`src/rtl/sample_sequencer_if.sv`:
```
// Signal bundle between the heart-rate sequencer and the SPI, filter, peak finder and DAC blocks.
interface sample_sequencer_if;
    logic       sck;
    logic       dac_done;
    logic       sample_strobe;
    logic       filt_en;
    logic       peak_en;
    logic       dac_start;
    logic       window_tick;
    logic       busy;
    logic       resync;
    logic [7:0] overrun_cnt;

    // The sequencer drives the enables; the datapath blocks drive sck and dac_done.
    modport master (
        input  sck, dac_done,
        output sample_strobe, filt_en, peak_en, dac_start, window_tick, busy, resync, overrun_cnt
    );
    modport slave (
        output sck, dac_done,
        input  sample_strobe, filt_en, peak_en, dac_start, window_tick, busy, resync, overrun_cnt
    );
endinterface

```
`src/rtl/sample_sequencer.sv`:
```
// Central sequencer for the heart-rate datapath: frames synchronised sck edges into samples
// and issues ordered filter/peak/DAC enables plus the BPM-window tick.
module sample_sequencer #(
    parameter int unsigned FRAME_BITS     = 16,
    parameter int unsigned TIMEOUT_CYC    = 1024,
    parameter int unsigned FILT_LAT       = 2,
    parameter int unsigned WINDOW_SAMPLES = 1000
) (
    input  logic               clk,
    input  logic               reset,
    sample_sequencer_if.master bus
);
    localparam int unsigned BIT_W  = (FRAME_BITS > 1) ? $clog2(FRAME_BITS) : 1;
    localparam int unsigned IDLE_W = $clog2(TIMEOUT_CYC + 1);
    localparam int unsigned LAT_W  = (FILT_LAT > 1) ? $clog2(FILT_LAT) : 1;
    localparam int unsigned WIN_W  = (WINDOW_SAMPLES > 1) ? $clog2(WINDOW_SAMPLES) : 1;

    typedef enum logic [1:0] {IDLE, FILT, DAC_WAIT} state_t;

    state_t             state, state_nxt;
    logic [2:0]         sck_sync;
    logic [2:0]         sck_vld;
    logic               sck_rise, frame_done, timeout;
    logic [BIT_W-1:0]   bit_cnt;
    logic [IDLE_W-1:0]  idle_cnt;
    logic [LAT_W-1:0]   filt_cnt, filt_cnt_nxt;
    logic [WIN_W-1:0]   win_cnt, win_cnt_nxt;
    logic               pending, pending_nxt;
    logic [7:0]         overrun_q, overrun_nxt;
    logic               strobe_q, strobe_nxt;
    logic               peak_q, peak_nxt;
    logic               tick_q, tick_nxt;
    logic               busy_q, resync_q;

    // 2-flop synchroniser plus edge history; sck_vld masks edges until real samples fill the chain,
    // so an sck held high across reset does not look like a rising edge.
    always_ff @(posedge clk) begin
        if (reset) begin
            sck_sync <= '0;
            sck_vld  <= '0;
        end else begin
            sck_sync <= {sck_sync[1:0], bus.sck};
            sck_vld  <= {sck_vld[1:0], 1'b1};
        end
    end

    assign sck_rise   = sck_sync[1] & ~sck_sync[2] & sck_vld[2];
    assign frame_done = sck_rise && (bit_cnt == BIT_W'(FRAME_BITS - 1));
    assign timeout    = !sck_rise && (idle_cnt == IDLE_W'(TIMEOUT_CYC)) && (bit_cnt != '0);

    // Bit framing and idle timeout resync.
    always_ff @(posedge clk) begin
        if (reset) begin
            bit_cnt  <= '0;
            idle_cnt <= '0;
            resync_q <= 1'b0;
        end else begin
            resync_q <= timeout;
            if (sck_rise) begin
                idle_cnt <= '0;
                bit_cnt  <= frame_done ? '0 : bit_cnt + 1'b1;
            end else begin
                if (idle_cnt != IDLE_W'(TIMEOUT_CYC))
                    idle_cnt <= idle_cnt + 1'b1;
                if (timeout)
                    bit_cnt <= '0;
            end
        end
    end

    always_ff @(posedge clk) begin
        if (reset)
            state <= IDLE;
        else
            state <= state_nxt;
    end

    // Next-state, pulse generation, one-deep frame buffer and window counting.
    always_comb begin
        state_nxt    = state;
        filt_cnt_nxt = filt_cnt;
        pending_nxt  = pending;
        win_cnt_nxt  = win_cnt;
        overrun_nxt  = overrun_q;
        strobe_nxt   = 1'b0;
        peak_nxt     = 1'b0;
        tick_nxt     = 1'b0;
        unique case (state)
            IDLE: begin
                if (frame_done || pending) begin
                    state_nxt    = FILT;
                    strobe_nxt   = 1'b1;
                    filt_cnt_nxt = '0;
                    pending_nxt  = pending && frame_done;
                    if (win_cnt == WIN_W'(WINDOW_SAMPLES - 1)) begin
                        win_cnt_nxt = '0;
                        tick_nxt    = 1'b1;
                    end else begin
                        win_cnt_nxt = win_cnt + 1'b1;
                    end
                end
            end
            FILT: begin
                if (filt_cnt == LAT_W'(FILT_LAT - 1)) begin
                    state_nxt = DAC_WAIT;
                    peak_nxt  = 1'b1;
                end else begin
                    filt_cnt_nxt = filt_cnt + 1'b1;
                end
            end
            DAC_WAIT: begin
                // A dac_done level left over from the previous word must not end this one.
                if (bus.dac_done && !peak_q)
                    state_nxt = IDLE;
            end
            default: state_nxt = IDLE;
        endcase
        if ((state != IDLE) && frame_done) begin
            if (!pending)
                pending_nxt = 1'b1;
            else if (overrun_q != 8'hFF)
                overrun_nxt = overrun_q + 8'd1;
        end
    end

    always_ff @(posedge clk) begin
        if (reset) begin
            filt_cnt  <= '0;
            win_cnt   <= '0;
            pending   <= 1'b0;
            overrun_q <= '0;
            strobe_q  <= 1'b0;
            peak_q    <= 1'b0;
            tick_q    <= 1'b0;
            busy_q    <= 1'b0;
        end else begin
            filt_cnt  <= filt_cnt_nxt;
            win_cnt   <= win_cnt_nxt;
            pending   <= pending_nxt;
            overrun_q <= overrun_nxt;
            strobe_q  <= strobe_nxt;
            peak_q    <= peak_nxt;
            tick_q    <= tick_nxt;
            busy_q    <= (state_nxt != IDLE);
        end
    end

    assign bus.sample_strobe = strobe_q;
    assign bus.filt_en       = strobe_q;
    assign bus.peak_en       = peak_q;
    assign bus.dac_start     = peak_q;
    assign bus.window_tick   = tick_q;
    assign bus.busy          = busy_q;
    assign bus.resync        = resync_q;
    assign bus.overrun_cnt   = overrun_q;
endmodule
```
`src/flat_wrapper.sv`:
```
// flat-port wrapper written by rule: the top's interface ports become plain ports
module sample_sequencer_flat 
#(
    parameter int unsigned FRAME_BITS     = 16,
    parameter int unsigned TIMEOUT_CYC    = 1024,
    parameter int unsigned FILT_LAT       = 2,
    parameter int unsigned WINDOW_SAMPLES = 1000
)
  (clk, reset, bus_sck, bus_dac_done, bus_sample_strobe, bus_filt_en, bus_peak_en, bus_dac_start, bus_window_tick, bus_busy, bus_resync, bus_overrun_cnt);
  sample_sequencer_if bus_i ();
  input  logic clk;
  input  logic reset;
  input wire logic [$bits(bus_i.sck)-1:0] bus_sck;
  input wire logic [$bits(bus_i.dac_done)-1:0] bus_dac_done;
  output wire logic [$bits(bus_i.sample_strobe)-1:0] bus_sample_strobe;
  output wire logic [$bits(bus_i.filt_en)-1:0] bus_filt_en;
  output wire logic [$bits(bus_i.peak_en)-1:0] bus_peak_en;
  output wire logic [$bits(bus_i.dac_start)-1:0] bus_dac_start;
  output wire logic [$bits(bus_i.window_tick)-1:0] bus_window_tick;
  output wire logic [$bits(bus_i.busy)-1:0] bus_busy;
  output wire logic [$bits(bus_i.resync)-1:0] bus_resync;
  output wire logic [$bits(bus_i.overrun_cnt)-1:0] bus_overrun_cnt;
  assign bus_i.sck = bus_sck;
  assign bus_i.dac_done = bus_dac_done;
  assign bus_sample_strobe = bus_i.sample_strobe;
  assign bus_filt_en = bus_i.filt_en;
  assign bus_peak_en = bus_i.peak_en;
  assign bus_dac_start = bus_i.dac_start;
  assign bus_window_tick = bus_i.window_tick;
  assign bus_busy = bus_i.busy;
  assign bus_resync = bus_i.resync;
  assign bus_overrun_cnt = bus_i.overrun_cnt;
  sample_sequencer #(.FRAME_BITS(FRAME_BITS), .TIMEOUT_CYC(TIMEOUT_CYC), .FILT_LAT(FILT_LAT), .WINDOW_SAMPLES(WINDOW_SAMPLES)) u_core (.clk(clk), .reset(reset), .bus(bus_i));
endmodule
```
`config.mk`:
```
export PLATFORM = sky130hd
export DESIGN_NAME = sample_sequencer_flat
export DESIGN_NICKNAME = d
export VERILOG_FILES = /design/src/rtl/sample_sequencer_if.sv /design/src/rtl/sample_sequencer.sv /design/src/flat_wrapper.sv
export SDC_FILE = /design/constraint.sdc
export NUM_CORES = 1
export LEC_CHECK = 0
export ABC_AREA = 1
export BUFFER_PORTS_ARGS = -buffer_cell sky130_fd_sc_hd__buf_2
export CORE_MARGIN = 2
export CORE_UTILIZATION = 25
export CTS_CLUSTER_DIAMETER = 60
export CTS_CLUSTER_SIZE = 8
export DETAILED_ROUTE_END_ITERATION = 16
export HOLD_SLACK_MARGIN = 0.03
export PLACE_DENSITY = 0.51
export SLEW_MARGIN = 10
export SYNTH_ARGS = -nofsm -noshare
export SYNTH_HDL_FRONTEND = slang
export SYNTH_SLANG_ARGS = --single-unit
```
`constraint.sdc`:
```
create_clock -name clk -period 1.7 [get_ports clk]
set_input_delay 0.085 -clock clk [delete_from_list [all_inputs] [get_ports clk]]
set_output_delay 0.085 -clock clk [all_outputs]
set_load 0.005 [all_outputs]
```
# After elaboration in Yosys (flattened, before gate mapping)

Cells that the tools add are included.

Output and inout port bits: 15
Bits in registers: 48
Input port bits: 4
Logic and storage cells: 75

Add/sub/neg operators: 5
Bitwise gates (word level): 6
Multiplexer cells: 19
Equality and inequality tests: 8
Reduce and logical (&&, ||, !) cells: 22

Operators by type and width:

| kind                                                | number |
|---|---|
| 2-to-1 mux 4 bit                                    | 3 |
| adder 11 x 1 -> 11 bit, second input constant       | 1 |
| equality test 11 bit, second input constant         | 1 |
| inequality test 11 bit, second input constant       | 1 |
| adder 10 x 1 -> 10 bit, second input constant       | 1 |
| equality test 10 bit, second input constant         | 1 |
| 2-to-1 mux 1 bit                                    | 10 |
| 2-to-1 mux 10 bit                                   | 1 |
| adder 8 x 1 -> 8 bit, second input constant         | 1 |
| inequality test 8 bit, second input constant        | 1 |
| nonzero test 2 bit                                  | 4 |
| logical AND 1 bit                                   | 6 |
| 2-to-1 mux 2 bit                                    | 3 |
| one-hot mux 2 bit (3 select lines)                  | 1 |
| OR reduction 2 bit                                  | 3 |
| adder 4 x 1 -> 4 bit, second input constant         | 1 |
| equality test 4 bit, second input constant          | 1 |
| inverter 1 bit                                      | 4 |
| AND reduction 2 bit                                 | 2 |
| nonzero test 4 bit                                  | 1 |
| AND reduction 3 bit                                 | 1 |
| OR reduction 3 bit                                  | 1 |
| AND 1 bit                                           | 2 |
| equality test 2 x 1 -> 1 bit, second input constant | 1 |
| 7 further kinds                                     | 8 |

# Logic depth before layout (Yosys ltp)

Gate-level depths: netlist of the first run.

Word-level depth: 9
Mapped depth: 10
Mapped depth without buffers: 10

# Worst setup path before layout of the first run

Ideal clock, no wire load.

Kind: flip-flop to flip-flop
Start: register u_core.bit_cnt[0]
End: register u_core.win_cnt[0]
Setup slack: 0.254 ns
Stages on the path, launching flop included: 10
Required time: 1.634 ns
Clock period less this slack: 1.446 ns
Data arrival time: 1.379 ns
Path buffers: 1
Library setup time: 0.066 ns
Cell sequence: dfxtp_1 -> ha_1 -> nand2_2 -> nor2_2 -> nand2_2 -> nand2_2 -> nand2_2 -> buf_6 -> or2_0 -> a21oi_2

Longest elaborated chain between the ends: 4

Ends and longest elaborated chain:

| item                                 | RTL line                | source |
|---|---|---|
| start, declared                      | sample_sequencer.sv:24  | `logic [BIT_W-1:0] bit_cnt;` |
| start signal, assigned               | sample_sequencer.sv:61  | `bit_cnt <= frame_done ? '0 : bit_cnt + 1'b1;` |
| equality test 4 bit                  | sample_sequencer.sv:48  | `assign frame_done = sck_rise && (bit_cnt == BIT_W'(FRAME_BITS - 1));` |
| logical AND 1 bit                    | sample_sequencer.sv:48  |  |
| logical OR 1 bit                     | sample_sequencer.sv:90  | `if (frame_done \|\| pending) begin` |
| AND reduction 2 bit (no source line) | -                       |  |
| end signal, assigned                 | sample_sequencer.sv:138 | `win_cnt <= win_cnt_nxt;` |
| end, declared                        | sample_sequencer.sv:27  | `logic [WIN_W-1:0] win_cnt, win_cnt_nxt;` |

Every way passes these cells.
A chain may end at the register's enable or synchronous reset.

# Worst setup path after layout of the first run

Start: register u_core.bit_cnt[0]
End: register u_core.win_cnt[5]

The elaborated chain is that of the path after synthesis.

==> metrics.txt, run 1 <==
# TYPE chip_impl_metric gauge
chip_impl_info{name="run_status",value="complete, no violations"} 1
chip_impl_metric{name="average_cell_area_after_synthesis",unit="um2"} 6.95
chip_impl_metric{name="share_of_post_route_cells_with_drive_strength_above_1",unit="%"} 13.1
chip_impl_info{name="path_class",value="reg2reg"} 1
chip_impl_metric{name="grt_antenna_before_repair",unit=""} 0
chip_impl_info{name="hold_class",value="in2reg"} 1
chip_impl_metric{name="static-leakage-power",unit="nW"} 1.10
chip_impl_metric{name="die_width",unit="um"} 99.8
chip_impl_metric{name="final_critical_path_setup_slack",unit="ps"} 197
chip_impl_metric{name="io_pins",unit=""} 19
chip_impl_metric{name="layout.nets",unit=""} 369
chip_impl_metric{name="achievable-frequency",unit="GHz"} 0.665
chip_impl_metric{name="fillers",unit=""} 970
chip_impl_metric{name="synthDistinctLibCells",unit=""} 31
chip_impl_metric{name="die_y",unit="um"} 99.8
chip_impl_metric{name="drt-vias-per-instance",unit=""} 4.33
chip_impl_info{name="grt_setup_unrepaired",value="no"} 1
chip_impl_metric{name="initialDrtViolationCount",unit=""} 63
chip_impl_info{name="hold_path.startpoint",value="reset"} 1
chip_impl_metric{name="timing.critical_path.required",unit="ps"} 1890
chip_impl_info{name="final_cell_mix",value="74 x sky130_fd_sc_hd__nand2_1, 48 x sky130_fd_sc_hd__dfxtp_1, 46 x sky130_fd_sc_hd__nor2_1, 44 x sky130_fd_sc_hd__inv_1, 32 x sky130_fd_sc_hd__nand3_1"} 1
chip_impl_metric{name="post_synthesis_net_count",unit=""} 340
chip_impl_metric{name="grt_start_max_net_pins",unit=""} 14
chip_impl_metric{name="first_pass_grt_wire_length",unit="um"} 8290
chip_impl_metric{name="final_estimated_routing_congestion_in_global_placement",unit=""} 0.804
chip_impl_metric{name="clock_insertion_delay_worst_skew",unit="ps"} 300
chip_impl_info{name="capturing_element_type_of_the_critical_path",value="flip-flop"} 1
chip_impl_metric{name="detailedPlace.worstSlack",unit="ps"} 192
chip_impl_metric{name="grt.total_usage",unit="%"} 10.1
chip_impl_metric{name="io_buffer_count",unit=""} 18
chip_impl_metric{name="hold_viol",unit=""} 0
chip_impl_info{name="worst_setup_path_start_kind",value="flip-flop"} 1
chip_impl_info{name="slowest_cell_on_the_critical_path",value="sky130_fd_sc_hd__dfxtp_1"} 1
chip_impl_metric{name="num_antenna_cells",unit=""} 0
chip_impl_metric{name="crit_path_max_fanout",unit=""} 12
chip_impl_metric{name="cts_num_sinks",unit=""} 48
chip_impl_metric{name="p_int",unit="mW"} 1.49
chip_impl_info{name="path_cells",value="ha_2 > nand2_2 > nor2_2 > nand2_2 > a21oi_2 > buf_6 > nand2_1 > nand2_1 > a21oi_1"} 1
chip_impl_metric{name="power.density_cell_area",unit="mW/mm2"} 715
chip_impl_metric{name="route.antenna.remaining_nets",unit=""} 0
chip_impl_metric{name="ir_worst_vdd",unit="uV"} 327
chip_impl_metric{name="layout_min_cycle_time",unit="ps"} 1500
chip_impl_metric{name="vias_in_the_first_global_route",unit=""} 1960
chip_impl_metric{name="floorplan.rows",unit=""} 34
chip_impl_metric{name="routed-via-count",unit=""} 2027
chip_impl_metric{name="wl_per_cell",unit="um"} 9.79
chip_impl_metric{name="detail_route.drc_violations",unit=""} 0
chip_impl_info{name="cpLargestDelayFamily",value="simple AND/OR/NAND/NOR gates"} 1
chip_impl_metric{name="skew",unit="ps"} 11.1
chip_impl_info{name="crit_start",value="u_core.bit_cnt[0]"} 1
chip_impl_metric{name="postRouteWirelength",unit="um"} 4580
chip_impl_metric{name="relSlewSlack",unit="%"} 74.1
chip_impl_metric{name="initial_core_utilization",unit="%"} 26.0
chip_impl_metric{name="finalSetupTns",unit="ps"} 0
chip_impl_info{name="final_common_cell",value="sky130_fd_sc_hd__nand2_1"} 1
chip_impl_metric{name="setup_viol",unit=""} 0
chip_impl_metric{name="dr.pass1.iters",unit=""} 4
chip_impl_metric{name="finalCritPeriodShare",unit="%"} 88.4
chip_impl_metric{name="fp.dieArea",unit="mm2"} 0.00996
chip_impl_metric{name="max_stage_delay",unit="ps"} 350
chip_impl_metric{name="power_frac_clock",unit="%"} 36.3
chip_impl_metric{name="post_synth_instance_area",unit="mm2"} 0.00229
chip_impl_metric{name="netlist_instances",unit=""} 330
chip_impl_metric{name="tightestPinTransition",unit="ps"} 388
chip_impl_metric{name="comb_power_share",unit="%"} 3.3
chip_impl_info{name="r2r-start",value="u_core.bit_cnt[0]"} 1
chip_impl_metric{name="clock_path_buffers",unit=""} 2
chip_impl_metric{name="crit_buf_inv",unit=""} 1
chip_impl_metric{name="ys_ff_latch",unit=""} 48
chip_impl_info{name="cts_tree",value="built"} 1
chip_impl_metric{name="overflow",unit=""} 0
chip_impl_metric{name="synth_warnings",unit=""} 0
chip_impl_metric{name="p_sw_share",unit="%"} 21.4
chip_impl_metric{name="post-dp-hpwl",unit="um"} 3440
chip_impl_metric{name="critPathArrivalTime",unit="ps"} 1690
chip_impl_metric{name="core_area",unit="mm2"} 0.00881
chip_impl_metric{name="finalMaxSlewViolations",unit=""} 0
chip_impl_metric{name="sequentialPowerShare",unit="%"} 60.4
chip_impl_metric{name="syn2layout_area_growth",unit="%"} 15.8
chip_impl_metric{name="cts_inserted_buffers",unit=""} 5
chip_impl_metric{name="cts.clk_slew.worst_paths",unit="ps"} 90
chip_impl_metric{name="seq_area_frac_synth",unit="%"} 41.9
chip_impl_info{name="root_buffer",value="sky130_fd_sc_hd__clkbuf_8"} 1
chip_impl_metric{name="cts-htree-levels",unit=""} 2
chip_impl_metric{name="total_switching_power",unit="uW"} 406
chip_impl_metric{name="drv.max_cap_violation_count",unit=""} 0
registers in the layout, summed over array words and instances (netlist names):
| register | flops |
|---|---|
| u_core.sck_vld | 3 |
| u_core.sck_sync | 3 |
| u_core.state | 2 |
| u_core.bus.dac_start | 1 |
| u_core.bus.resync | 1 |
| u_core.bus.filt_en | 1 |
| u_core.filt_cnt | 1 |
| u_core.bus.window_tick | 1 |
| u_core.win_cnt | 10 |
| u_core.pending | 1 |
| u_core.bit_cnt | 4 |
| u_core.bus.overrun_cnt | 8 |
| u_core.bus.busy | 1 |
| u_core.idle_cnt | 11 |
through the flow:
step	instances	hold WS [ps]	area (um2)	util (%)	power [mW]
2_1_floorplan	330	192	2290	-	1.21
3_3_place_gp	457	311	2530	28.8	1.24
3_5_place_dp	457	321	2530	28.8	1.24
4_1_cts	466	112	2630	29.9	1.94
5_1_grt	468	125	2660	30.2	1.99
6_report	468	106	2660	30.2	1.90
worst reg2reg max path: cells and delay by family, from the launching register on:
| kind | cells | cell delay (ps) |
|---|---|---|
| AOI/OAI and AO/OA | 2 | 190 |
| adders and majority gates | 1 | 210 |
| buffers and inverters | 1 | 160 |
| DFF | 1 | 350 |
| and+or+nand+nor | 5 | 480 |
logic make-up (layout without fill, tap and decap cells):
group | count (synthesis) | after routing | synth area share, %
AOI/OAI and AO/OA | 41 | 41 | 9.55
DFF | 48 | 48 | 41.9
and+or+nand+nor | 178 | 178 | 34.0
adders and majority gates | 6 | 6 | 3.27
buffers and inverters | 52 | 82 | 9.33
xor gates and xnor gates | 5 | 5 | 1.91
path summary, 6_finish.rpt:
path                          endpoint  slack, ps  depth (start not counted)
max                  u_core.win_cnt[5]        200                          9
min          u_core.bus.overrun_cnt[4]        110                          2
max reg2reg          u_core.win_cnt[5]        200                          9
min reg2reg          u_core.sck_vld[2]        400                          2
routing by layer:
metal	track usage (%)	share of wire, %
met4	4.00	1.0
met5	0	0
met2	17.0	45
met3	2.72	3.4
met1	12.2	50
power by group through the flow:
stage / clock network (mW) / logic, mW / registers (mW)
finish: 0.689 / 0.0632 / 1.15
global route: 0.772 / 0.0748 / 1.15
CTS: 0.730 / 0.0654 / 1.15
detailed placement: 0 / 0.0635 / 1.17
global placement: 0 / 0.0639 / 1.17
floorplan: 0 / 0.0425 / 1.17
layout make-up:
type,instances,area (um2),area share [%]
timing repair buffer,29,179,6.74
clock buffer,8,90.1,3.39
multi-input combinational,230,1120,42.2
tap,108,135,5.09
inverter,45,169,6.36
sequential,48,961,36.2
cell usage after synthesis, drive strengths merged:
cell type / n / area [um2]
a21o: 1 / 7.51
a21oi: 22 / 118
buf: 5 / 37.5
clkbuf: 2 / 7.51
clkinv: 1 / 3.75
dfxtp: 48 / 961
ha: 6 / 75.1
inv: 44 / 165
nand2: 78 / 303
nand3: 33 / 170
nand3b: 2 / 15.0
nand4: 3 / 18.8
nor2: 50 / 208
nor3: 8 / 40.0
nor3b: 1 / 7.51
nor4: 1 / 6.26
o211ai: 1 / 7.51
o21ai: 16 / 80.1
o22ai: 1 / 6.26
or2: 2 / 12.5
xnor2: 2 / 17.5
xor2: 3 / 26.3
repair_timing:
| item | CTS | global route |
|---|---|---|
| hold buffers | 1 | 0 |
| buffers inserted | 0 | 2 |
| endpoints found under the hold margin | 1 | 0 |
| resized for setup | 0 | 2 |
| endpoints found under the setup margin | 0 | 7 |
(Power assumes the default switching activity.)
==> run 2: changes to the inputs <==
- ABC_AREA: 1 -> default
==> metrics.txt, run 2 <==
# TYPE chip_impl_metric gauge
chip_impl_metric{name="wl_per_cell",unit="um"} 12.2
chip_impl_metric{name="clock_path_buffers",unit=""} 2
chip_impl_metric{name="syn2layout_area_growth",unit="%"} 26.4
chip_impl_metric{name="final_estimated_routing_congestion_in_global_placement",unit=""} 0.797
chip_impl_info{name="setup.worst_path.end",value="u_core.win_cnt[8]"} 1
chip_impl_metric{name="die_y",unit="um"} 97.1
chip_impl_metric{name="p_sw_share",unit="%"} 22.1
chip_impl_info{name="final_common_cell",value="sky130_fd_sc_hd__dfxtp_1"} 1
chip_impl_metric{name="power.density_cell_area",unit="mW/mm2"} 751
chip_impl_metric{name="grt_antenna_before_repair",unit=""} 0
chip_impl_metric{name="p_int",unit="mW"} 1.60
chip_impl_metric{name="place_area",unit="mm2"} 0.00252
chip_impl_metric{name="largest_register_ffs",unit=""} 11
chip_impl_metric{name="clock_insertion_delay_worst_skew",unit="ps"} 310
chip_impl_metric{name="synth_async_sr_flop_share",unit="%"} 0
chip_impl_metric{name="fp.dieArea",unit="mm2"} 0.00943
chip_impl_metric{name="detail_route.drc_violations",unit=""} 0
chip_impl_metric{name="num_antenna_cells",unit=""} 0
chip_impl_metric{name="ff2ff_setup_slack",unit="ps"} 70
chip_impl_metric{name="ir_worst_vdd",unit="uV"} 384
chip_impl_metric{name="skew",unit="ps"} 8.43
chip_impl_info{name="worst_setup_path_start_kind",value="flip-flop"} 1
chip_impl_info{name="run_status",value="complete, no violations"} 1
chip_impl_metric{name="route.antenna.remaining_nets",unit=""} 0
chip_impl_info{name="endpoint_of_the_worst_slack_reg_to_reg_timing_path",value="u_core.win_cnt[8]"} 1
chip_impl_info{name="yosysTopAreaCell",value="sky130_fd_sc_hd__dfxtp_1"} 1
chip_impl_info{name="final_cell_mix",value="43 x sky130_fd_sc_hd__dfxtp_1, 27 x sky130_fd_sc_hd__buf_4, 23 x sky130_fd_sc_hd__a21oi_1, 21 x sky130_fd_sc_hd__nor2_1, 18 x sky130_fd_sc_hd__buf_2"} 1
chip_impl_metric{name="detailedPlace.worstSlack",unit="ps"} -21.1
chip_impl_info{name="r2r-start",value="u_core.bit_cnt[1]"} 1
chip_impl_metric{name="layout.area.seq",unit="um2"} 967
chip_impl_metric{name="timing.critical_path.required",unit="ps"} 1940
chip_impl_metric{name="total_switching_power",unit="uW"} 454
chip_impl_metric{name="cts_num_sinks",unit=""} 48
chip_impl_metric{name="io_buffer_count",unit=""} 18
chip_impl_info{name="yosys_most_used_dff",value="sky130_fd_sc_hd__dfxtp_1"} 1
chip_impl_metric{name="fillers",unit=""} 879
chip_impl_metric{name="netlist_instances",unit=""} 243
chip_impl_metric{name="critPathArrivalTime",unit="ps"} 1880
chip_impl_metric{name="postRouteWirelength",unit="um"} 4810
chip_impl_metric{name="grt.total_usage",unit="%"} 10.4
chip_impl_metric{name="initial_core_utilization",unit="%"} 26.1
chip_impl_metric{name="synth_warnings",unit=""} 0
chip_impl_info{name="yosys-top-cells-area",value="sky130_fd_sc_hd__dfxtp_1 44%, sky130_fd_sc_hd__a21oi_1 5.5%, sky130_fd_sc_hd__nor2_1 3.6%"} 1
chip_impl_info{name="post-synth-top-count-cell",value="sky130_fd_sc_hd__dfxtp_1"} 1
chip_impl_metric{name="drv.max_cap_violation_count",unit=""} 0
chip_impl_metric{name="initialDrtViolationCount",unit=""} 62
chip_impl_metric{name="synthDistinctLibCells",unit=""} 48
chip_impl_info{name="cts_tree",value="built"} 1
chip_impl_metric{name="post_synthesis_net_count",unit=""} 253
chip_impl_metric{name="sequentialPowerShare",unit="%"} 55.7
chip_impl_metric{name="tightestPinTransition",unit="ps"} 407
chip_impl_metric{name="layout_min_cycle_time",unit="ps"} 1630
chip_impl_info{name="path_class",value="reg2reg"} 1
chip_impl_metric{name="setup_viol",unit=""} 0
chip_impl_metric{name="post_synth_instance_area",unit="mm2"} 0.00217
chip_impl_metric{name="timing.reg2reg.worst_path_depth",unit=""} 6
chip_impl_metric{name="achievable-frequency",unit="GHz"} 0.612
chip_impl_info{name="hold_class",value="in2reg"} 1
chip_impl_metric{name="static-leakage-power",unit="nW"} 1.01
chip_impl_metric{name="core_area",unit="mm2"} 0.00830
chip_impl_metric{name="share_of_post_route_cells_with_drive_strength_above_1",unit="%"} 26.3
chip_impl_metric{name="comb_power_share",unit="%"} 3.6
chip_impl_metric{name="cts-htree-levels",unit=""} 2
chip_impl_metric{name="post-dp-hpwl",unit="um"} 3200
chip_impl_metric{name="power_frac_clock",unit="%"} 40.7
chip_impl_metric{name="hold_viol",unit=""} 0
chip_impl_metric{name="seq_area_frac_synth",unit="%"} 44.3
chip_impl_metric{name="synth_top_area_share",unit="%"} 44.3
chip_impl_metric{name="cts.clk_slew.worst_paths",unit="ps"} 100
chip_impl_metric{name="routed-via-count",unit=""} 1864
chip_impl_metric{name="finalMaxSlewViolations",unit=""} 0
chip_impl_info{name="synth.top_cells.by_count",value="48 x sky130_fd_sc_hd__dfxtp_1, 24 x sky130_fd_sc_hd__a21oi_1, 21 x sky130_fd_sc_hd__nor2_1"} 1
chip_impl_info{name="crit_start",value="u_core.bit_cnt[1]"} 1
chip_impl_metric{name="multiInputGateArea",unit="mm2"} 0.00118
chip_impl_metric{name="average_cell_area_after_synthesis",unit="um2"} 8.92
chip_impl_metric{name="floorplan.rows",unit=""} 33
chip_impl_metric{name="ys_ff_latch",unit=""} 48
chip_impl_metric{name="layout.nets",unit=""} 298
chip_impl_metric{name="final_critical_path_setup_slack",unit="ps"} 66.8
chip_impl_metric{name="finalCritPeriodShare",unit="%"} 96.1
chip_impl_metric{name="final_cell_area",unit="mm2"} 0.00274
chip_impl_metric{name="die_width",unit="um"} 97.1
chip_impl_info{name="grt_setup_unrepaired",value="no"} 1
chip_impl_metric{name="vias_in_the_first_global_route",unit=""} 1750
chip_impl_info{name="top_register",value="u_core.idle_cnt"} 1
chip_impl_info{name="root_buffer",value="sky130_fd_sc_hd__clkbuf_8"} 1
chip_impl_metric{name="number_of_flops_mapped_to_enable_cells_by_yosys",unit=""} 0
chip_impl_metric{name="first_pass_grt_wire_length",unit="um"} 8120
chip_impl_metric{name="dr.pass1.iters",unit=""} 4
chip_impl_info{name="capturing_element_type_of_the_critical_path",value="flip-flop"} 1
chip_impl_metric{name="drt-vias-per-instance",unit=""} 4.73
chip_impl_metric{name="overflow",unit=""} 0
chip_impl_metric{name="relSlewSlack",unit="%"} 72.5
chip_impl_metric{name="io_pins",unit=""} 19
chip_impl_metric{name="grt_start_max_net_pins",unit=""} 26
chip_impl_metric{name="crit_path_max_fanout",unit=""} 5
chip_impl_metric{name="cts_inserted_buffers",unit=""} 5
-- run 2: cell count changes in the layout (fill, tap and decap cells not counted), sizes merged, moves of 6 or more --
| cell | delta |
|---|---|
| nand2 | -64 |
| inv | -35 |
| nor2 | -29 |
| buf | +18 |
| nand3 | -18 |
| or3 | +10 |
| nor2b | +7 |
| o21ai | -7 |
| o31ai | +6 |
| or4 | +6 |
-- run 2: power by group through the flow --
stage               clock, mW  sequential [mW]  combinational (mW)
finish                  0.838             1.15              0.0734
global route            0.903             1.15              0.0846
CTS                     0.861             1.15              0.0726
detailed placement          0             1.17              0.0705
global placement            0             1.17              0.0681
floorplan                   0             1.17              0.0415
-- run 2: area by class of cell --
cell class	instances	area share, %
clock buffers	5	2.51
clock inverters	3	1.55
inverters	10	1.37
multi-input cells	176	43.0
flip-flops and latches	48	35.3
well taps	105	4.80
repair buffers	47	11.5
-- run 2: through the flow --
step	setup TNS (ps)	util (%)	instances	power (mW)	hold WS, ps
floorplan	0	-	243	1.21	213
global placement	0	30.3	380	1.24	298
detailed placement	-29.8	30.3	380	1.24	316
CTS	0	32.3	393	2.08	90.0
global route	0	33.0	394	2.14	119
finish	0	33.0	394	2.06	80.6
-- run 2: cell families after synthesis --
logic type / Yosys count / share of synthesized area [%]
AOI/OAI and AO/OA: 48 / 13.0
xor gates and xnor gates: 9 / 3.64
adders and majority gates: 6 / 3.46
buffers and inverters: 19 / 4.27
DFF: 48 / 44.3
muxes: 3 / 1.44
and+or+nand+nor: 110 / 29.8
-- run 2: worst max-delay path, stage by stage, from the launching register on --
cell,delay [ps]
sky130_fd_sc_hd__dfxtp_2,360
sky130_fd_sc_hd__ha_4,150
sky130_fd_sc_hd__and4_1,210
sky130_fd_sc_hd__a22oi_2,80
sky130_fd_sc_hd__buf_6,140
sky130_fd_sc_hd__or4_1,510
sky130_fd_sc_hd__a21oi_1,130
-- run 2: worst min-delay path by stage --
stage	start	to	slack, ps	depth (start not counted)
3_3_place_gp	bus_sck	u_core.sck_sync[0]	300	2
2_1_floorplan	bus_sck	u_core.sck_sync[0]	210	1
6_report	bus_dac_done	u_core.state[1]	80	4
5_1_grt	reset	u_core.sck_vld[0]	120	2
3_5_place_dp	bus_sck	u_core.sck_sync[0]	320	2
4_1_cts	bus_dac_done	u_core.state[1]	90	4
-- run 2: timing repair --
item                                   CTS  global route
pin swaps                                2             5
buffers inserted                         4             0
gates cloned                             0             1
setup endpoints to repair                3            16
hold buffers                             1             0
endpoints found under the hold margin    1             0
gates resized for setup                  2            16
-- run 2: per-layer routing --
layer | GRT usage [%] | vias up | wire, um | share of wire, %
met5 | 0 | - | 0 | 0
met4 | 4.23 | 0 | 84 | 1.7
met3 | 2.59 | 7 | 108 | 2.2
met2 | 16.6 | 15 | 2210 | 46
met1 | 13.5 | 879 | 2400 | 50
li1 | - | 963 | - | -
